===== config.mk =====
export PLATFORM = sky130hd
export DESIGN_NAME = multicycle_ctrl
export DESIGN_NICKNAME = d
export VERILOG_FILES = /design/src/rtl/mips_ctrl_pkg.sv /design/src/rtl/multicycle_ctrl_decode.sv /design/src/rtl/multicycle_ctrl.sv
export SDC_FILE = /design/constraint.sdc
export NUM_CORES = 1
export LEC_CHECK = 0
export BUFFER_PORTS_ARGS = -buffer_cell sky130_fd_sc_hd__buf_2
export CAP_MARGIN = 5
export CORE_MARGIN = 3
export CORE_UTILIZATION = 37
export DETAILED_ROUTE_END_ITERATION = 6
export PLACE_DENSITY = 0.79
export SLEW_MARGIN = 25
export SYNTH_ARGS = -nofsm -noshare
export SYNTH_HDL_FRONTEND = slang
export SYNTH_SLANG_ARGS = --single-unit

===== constraint.sdc =====
create_clock -name clk -period 1.4 [get_ports clk]
set_input_delay 0.07 -clock clk [delete_from_list [all_inputs] [get_ports clk]]
set_output_delay 0.07 -clock clk [all_outputs]
set_load 0.02 [all_outputs]

===== src/rtl/mips_ctrl_pkg.sv =====
// Shared encodings for the multicycle MIPS controller: states, opcodes and mux selects.
// MC_CTRL_ADDI_EN enables decoding of addi (opcode 0x08); otherwise it is reported as illegal.
package mips_ctrl_pkg;

    typedef enum logic [3:0] {
        FETCH     = 4'd0,
        DECODE    = 4'd1,
        MEM_ADDR  = 4'd2,
        MEM_RD    = 4'd3,
        MEM_WB    = 4'd4,
        MEM_WR    = 4'd5,
        R_EXEC    = 4'd6,
        R_WB      = 4'd7,
        BRANCH    = 4'd8,
        JUMP      = 4'd9,
        ADDI_EXEC = 4'd10,
        ADDI_WB   = 4'd11
    } state_t;

    localparam logic [5:0] OP_RTYPE = 6'h00;
    localparam logic [5:0] OP_LW    = 6'h23;
    localparam logic [5:0] OP_SW    = 6'h2B;
    localparam logic [5:0] OP_BEQ   = 6'h04;
    localparam logic [5:0] OP_J     = 6'h02;
    localparam logic [5:0] OP_ADDI  = 6'h08;

    localparam logic [1:0] SRCB_B       = 2'b00;
    localparam logic [1:0] SRCB_FOUR    = 2'b01;
    localparam logic [1:0] SRCB_IMM     = 2'b10;
    localparam logic [1:0] SRCB_IMM_SH2 = 2'b11;

    localparam logic [1:0] ALU_ADD   = 2'b00;
    localparam logic [1:0] ALU_SUB   = 2'b01;
    localparam logic [1:0] ALU_FUNCT = 2'b10;

    localparam logic [1:0] PCSRC_ALU    = 2'b00;
    localparam logic [1:0] PCSRC_ALUOUT = 2'b01;
    localparam logic [1:0] PCSRC_JUMP   = 2'b10;

    function automatic logic op_supported(input logic [5:0] op);
        logic ok;
        case (op)
            OP_RTYPE, OP_LW, OP_SW, OP_BEQ, OP_J: ok = 1'b1;
`ifdef MC_CTRL_ADDI_EN
            OP_ADDI: ok = 1'b1;
`else
            OP_ADDI: ok = 1'b0;
`endif
            default: ok = 1'b0;
        endcase
        return ok;
    endfunction

endpackage


===== src/rtl/multicycle_ctrl_decode.sv =====
// Combinational decode of controller state into datapath selects and strobes.
// MC_CTRL_ADDI_EN adds the ADDI_EXEC/ADDI_WB output rows.
module multicycle_ctrl_decode
    import mips_ctrl_pkg::*;
(
    input  state_t      state,
    input  logic [5:0]  opcode,
    input  logic        mem_ready,
    input  logic        zero,
    input  logic        rst,
    output logic        pc_en,
    output logic        iord,
    output logic        mem_read,
    output logic        mem_write,
    output logic        ir_write,
    output logic        reg_dst,
    output logic        mem_to_reg,
    output logic        reg_write,
    output logic        alu_src_a,
    output logic [1:0]  alu_src_b,
    output logic [1:0]  alu_op,
    output logic [1:0]  pc_source,
    output logic        instr_done,
    output logic        illegal_op
);

    logic pc_write;
    logic pc_write_cond;

    always_comb begin
        pc_write      = 1'b0;
        pc_write_cond = 1'b0;
        iord          = 1'b0;
        mem_read      = 1'b0;
        mem_write     = 1'b0;
        ir_write      = 1'b0;
        reg_dst       = 1'b0;
        mem_to_reg    = 1'b0;
        reg_write     = 1'b0;
        alu_src_a     = 1'b0;
        alu_src_b     = SRCB_B;
        alu_op        = ALU_ADD;
        pc_source     = PCSRC_ALU;
        instr_done    = 1'b0;
        illegal_op    = 1'b0;

        case (state)
            FETCH: begin
                mem_read  = 1'b1;
                alu_src_b = SRCB_FOUR;
                pc_write  = mem_ready;
                ir_write  = mem_ready;
            end
            DECODE: begin
                alu_src_b = SRCB_IMM_SH2;
                if (!op_supported(opcode)) begin
                    illegal_op = 1'b1;
                    instr_done = 1'b1;
                end
            end
            MEM_ADDR: begin
                alu_src_a = 1'b1;
                alu_src_b = SRCB_IMM;
            end
            MEM_RD: begin
                mem_read = 1'b1;
                iord     = 1'b1;
            end
            MEM_WB: begin
                reg_write  = 1'b1;
                mem_to_reg = 1'b1;
                instr_done = 1'b1;
            end
            MEM_WR: begin
                mem_write  = 1'b1;
                iord       = 1'b1;
                instr_done = mem_ready;
            end
            R_EXEC: begin
                alu_src_a = 1'b1;
                alu_op    = ALU_FUNCT;
            end
            R_WB: begin
                reg_write  = 1'b1;
                reg_dst    = 1'b1;
                instr_done = 1'b1;
            end
            BRANCH: begin
                alu_src_a     = 1'b1;
                alu_op        = ALU_SUB;
                pc_write_cond = 1'b1;
                pc_source     = PCSRC_ALUOUT;
                instr_done    = 1'b1;
            end
            JUMP: begin
                pc_write   = 1'b1;
                pc_source  = PCSRC_JUMP;
                instr_done = 1'b1;
            end
`ifdef MC_CTRL_ADDI_EN
            ADDI_EXEC: begin
                alu_src_a = 1'b1;
                alu_src_b = SRCB_IMM;
            end
            ADDI_WB: begin
                reg_write  = 1'b1;
                instr_done = 1'b1;
            end
`endif
            default: ;
        endcase

        pc_en = pc_write | (pc_write_cond & zero);

        // Reset must not leak any write or handshake into the datapath.
        if (rst) begin
            pc_en      = 1'b0;
            mem_read   = 1'b0;
            mem_write  = 1'b0;
            ir_write   = 1'b0;
            reg_write  = 1'b0;
            instr_done = 1'b0;
            illegal_op = 1'b0;
        end
    end

endmodule


===== src/rtl/multicycle_ctrl.sv =====
// Multicycle MIPS control FSM: state register and next-state logic; outputs come from the decoder.
// MC_CTRL_ADDI_EN enables the addi execute/writeback path.
module multicycle_ctrl
    import mips_ctrl_pkg::*;
(
    input  logic        clk,
    input  logic        rst,
    input  logic [5:0]  opcode,
    input  logic        zero,
    input  logic        mem_ready,
    output logic        pc_en,
    output logic        iord,
    output logic        mem_read,
    output logic        mem_write,
    output logic        ir_write,
    output logic        reg_dst,
    output logic        mem_to_reg,
    output logic        reg_write,
    output logic        alu_src_a,
    output logic [1:0]  alu_src_b,
    output logic [1:0]  alu_op,
    output logic [1:0]  pc_source,
    output logic        instr_done,
    output logic        illegal_op,
    output logic [3:0]  state
);

    state_t state_q;
    state_t state_d;

    always_ff @(posedge clk) begin
        if (rst) state_q <= FETCH;
        else     state_q <= state_d;
    end

    always_comb begin
        state_d = state_q;
        case (state_q)
            FETCH:    if (mem_ready) state_d = DECODE;
            DECODE: begin
                case (opcode)
                    OP_RTYPE:     state_d = R_EXEC;
                    OP_LW, OP_SW: state_d = MEM_ADDR;
                    OP_BEQ:       state_d = BRANCH;
                    OP_J:         state_d = JUMP;
`ifdef MC_CTRL_ADDI_EN
                    OP_ADDI:      state_d = ADDI_EXEC;
`endif
                    default:      state_d = FETCH;
                endcase
            end
            // IR still holds the instruction, so opcode picks the load/store leg here.
            MEM_ADDR: state_d = (opcode == OP_SW) ? MEM_WR : MEM_RD;
            MEM_RD:   if (mem_ready) state_d = MEM_WB;
            MEM_WB:   state_d = FETCH;
            MEM_WR:   if (mem_ready) state_d = FETCH;
            R_EXEC:   state_d = R_WB;
            R_WB:     state_d = FETCH;
            BRANCH:   state_d = FETCH;
            JUMP:     state_d = FETCH;
`ifdef MC_CTRL_ADDI_EN
            ADDI_EXEC: state_d = ADDI_WB;
            ADDI_WB:   state_d = FETCH;
`endif
            default:  state_d = FETCH;
        endcase
    end

    assign state = state_q;

    multicycle_ctrl_decode u_decode (
        .state      (state_q),
        .opcode     (opcode),
        .mem_ready  (mem_ready),
        .zero       (zero),
        .rst        (rst),
        .pc_en      (pc_en),
        .iord       (iord),
        .mem_read   (mem_read),
        .mem_write  (mem_write),
        .ir_write   (ir_write),
        .reg_dst    (reg_dst),
        .mem_to_reg (mem_to_reg),
        .reg_write  (reg_write),
        .alu_src_a  (alu_src_a),
        .alu_src_b  (alu_src_b),
        .alu_op     (alu_op),
        .pc_source  (pc_source),
        .instr_done (instr_done),
        .illegal_op (illegal_op)
    );

endmodule


==> results.sh <==
export IMPL_yosysWarnings=0
export IMPL_worstPathMaxFanout=3
export IMPL_p_clk_frac=0.343
export IMPL_grt_pass1_vias=670
export IMPL_rows=12
export IMPL_vias_per_cell=5.38
export IMPL_drive_gt1_frac=0.681
export IMPL_grtUsageTotal=0.215
export IMPL_r2r_cells=5
export IMPL_grt_setup_unrepaired="true"
export IMPL_peakVddDrop_uv=354
export IMPL_internal_power_mw=0.291
export IMPL_cp_end_kind="output pin"
export IMPL_dieArea_sq_um=1820
export IMPL_insertion_delay_ns=0.24
export IMPL_crit_end="instr_done"
export IMPL_path_class="reg2out"
export IMPL_root_buffer="clkbuf_4"
export IMPL_cellPowerDensity_nw_per_um2=433
export IMPL_postSynthCellCount=75
export IMPL_clock_fmax_mhz=650
export IMPL_wl_per_cell_um=13.6
export IMPL_routed_via_count=716
export IMPL_synth_xor_area_frac=0.0353
export IMPL_synth_area_sq_um=497
export IMPL_yosysSeqAreaShare=0.161
export IMPL_synth_simple_area_share=0.461
export IMPL_swShare=0.337
export IMPL_crit_path_start="state[3]"
export IMPL_min_path_type="in2reg"
export IMPL_outcome="complete, but fails checks"
export IMPL_worst_path_largest_cell_delay_ns=0.37
export IMPL_fin_crit_ns=1.54
export IMPL_synth_seq_cells=4
export IMPL_setup_slack_ns=-0.138
export IMPL_arrival_ns=1.47
export IMPL_dp_hpwl_mm=1.29
export IMPL_nets=131
export IMPL_cts_buffer_depth=2
export IMPL_switching_power_mw=0.148
export IMPL_gr_total_overflow=0
export IMPL_grt_max_degree=13
export IMPL_synth_cell_types=28
export IMPL_cts_buffers=3
export IMPL_synth_top_cell_area_share=0.161
export IMPL_drv_cap=0
export IMPL_synth_area_leaders="dfxtp_1, nor2_1, nand2b_1"
export IMPL_cts_sinks=4
export IMPL_cp_top_family="simple AND/OR/NAND/NOR gates"
export IMPL_critPathRequiredTime_ns=1.33
export IMPL_crit_buf_inv=1
export IMPL_synthAdderAreaFrac=0
export IMPL_synth_largest_area_cell="dfxtp_1"
export IMPL_fillers=78
export IMPL_largest_reg_flops=4
export IMPL_portBuffers=30
export IMPL_cts_clk_slew_worst_paths_ns=0.05
export IMPL_maxSlewViolCount=0
export IMPL_holdPathStages=2
export IMPL_die_h_um=42.6
export IMPL_comb_power_share=0.380
export IMPL_rrSetupSlack_ns=0.02
export IMPL_io_pins=31
export IMPL_synth_compound_area_share=0.254
export IMPL_seqPwrFrac=0.276
export IMPL_antenna_cells=0
export IMPL_hold_buffers=0
export IMPL_cts_max_level=1
export IMPL_cts_tree="done"
export IMPL_min_period_over_period=1.10
export IMPL_antenna_found_initial=0
export IMPL_r2r_start="state[3]"
export IMPL_place_congestion=0.809
export IMPL_max_slew_worst_pin_slew_ns=0.313
export IMPL_p_leak_nw=0.423
export IMPL_final_hold_viol_count=0
export IMPL_fin_skew_ns=0.00885
export IMPL_avgSynthCellArea_sq_um=6.62
export IMPL_crit_chain="or2_4, or3_4, o22ai_4, buf_6"
export IMPL_reg2reg_to="state[2]"
export IMPL_first_pass_iters=4
export IMPL_drc=0
export IMPL_die_w_um=42.6
export IMPL_startpoint_type="flip-flop"
export IMPL_start_util=0.419
export IMPL_violations="setup timing"
export IMPL_syn_num_nets=85
export IMPL_power_mw=0.439
export IMPL_core_area_sq_um=1190
export IMPL_grt_pass1_wl_mm=3.05
export IMPL_cp_depth=4
export IMPL_first_iter_violations=16
export IMPL_relSlewSlack=0.789
export IMPL_timing_hold_ws_ns=0.0672
export IMPL_ant_nets=0
export IMPL_synthMuxAreaShare=0
export IMPL_area_growth_syn_to_layout_pct=104
export IMPL_wirelength_mm=1.81
export IMPL_synth_top_family_by_area="simple AND/OR/NAND/NOR gates"
export IMPL_crit_slowest_cell="or3_4"
export IMPL_final_setup_viol_count=7
## synth_stat cells
cell and n:
a2111oi_2 1, a211oi_1 1, a21oi_1 5, a22oi_2 1
a31oi_1 1, and4bb_1 1, buf_2 2, buf_6 1
clkbuf_1 5, dfxtp_1 4, inv_1 1, nand2_1 6
nand2b_1 5, nand3_1 2, nor2_1 14, nor3_1 3
nor3b_1 1, nor4_1 4, nor4_4 1, o21ai_0 4
o21ba_2 1, o22ai_1 2, o311ai_0 1, o31a_1 1
or2_1 1, or2_2 1, or3_1 3, xnor2_1 2
## worst min-delay path by stage
stage | start | end | slack, ns
finish | opcode[4] | state[3] | 0.07
global route | opcode[4] | state[3] | 0.07
CTS | opcode[4] | state[3] | 0.07
detailed placement | opcode[4] | state[3] | 0.32
global placement | opcode[4] | state[3] | 0.31
floorplan | opcode[4] | state[3] | 0.14
## layer usage
layer | vias to the layer above | global-route usage | part of all wire
li1 | 363 | - | -
met1 | 330 | 0.267 | 0.42
met2 | 23 | 0.356 | 0.52
met3 | 0 | 0.0472 | 0.051
met4 | 0 | 0.0745 | 0
met5 | - | 0 | 0
## power groups by stage
stage | Combinational [mW] | Clock, mW | Sequential [mW]
4_1_cts | 0.146 | 0.153 | 0.122
5_1_grt | 0.177 | 0.160 | 0.122
2_1_floorplan | 0.0785 | 0 | 0.124
6_report | 0.167 | 0.151 | 0.121
3_5_place_dp | 0.126 | 0 | 0.123
3_3_place_gp | 0.123 | 0 | 0.123
## cells in the final DEF, fill, tap and decap left out, types with 2 or more instances in the layout
master,count
a21oi_1,3
nand2b_4,3
buf_2,20
clkbuf_4,3
buf_4,17
nor4_4,2
nor2_1,10
nor2_4,3
xnor2_1,2
nand2_1,5
or2_4,2
dfxtp_2,3
nor3_2,2
nor4_1,2
o21ai_0,4
or3_1,2
buf_6,11
o22ai_4,2
nand3_1,2
## cell type report
class	instances	area, sq um	share of cell area
multi-input cells	62	514	0.508
repair buffers	49	367	0.362
inverters	1	3.75	0.00371
flip-flops and latches	4	87.6	0.0865
well taps	14	17.5	0.0173
clock buffers	3	22.5	0.0222
## through the flow
step                       util  cells  setup WS (ns)  setup TNS (ns)  instance area [sq um]
final                     0.853    133         -0.138          -0.353                   1010
after floorplan               -     75        -0.0469          -0.157                    541
after CTS                 0.727    127         -0.194          -0.431                    862
after global placement    0.635    123         0.0148               0                    753
after detailed placement  0.635    123        -0.0265         -0.0312                    753
after global routing      0.853    133         -0.168          -0.817                   1010
## timing repair
action,in CTS,in global routing
setup buffers,1,6
setup endpoints to repair,12,14
gates resized for setup,20,27
pin swaps,4,6
## kinds of logic (layout without fill, tap and decap cells)
kind of cell,Yosys count,count (layout)
AND/OR/NAND/NOR,42,42
AO/OA/AOI/OAI,18,18
buffers and inverters,9,53
flip-flops,4,4
XOR/XNOR,2,2
(Power assumes the default switching activity.)
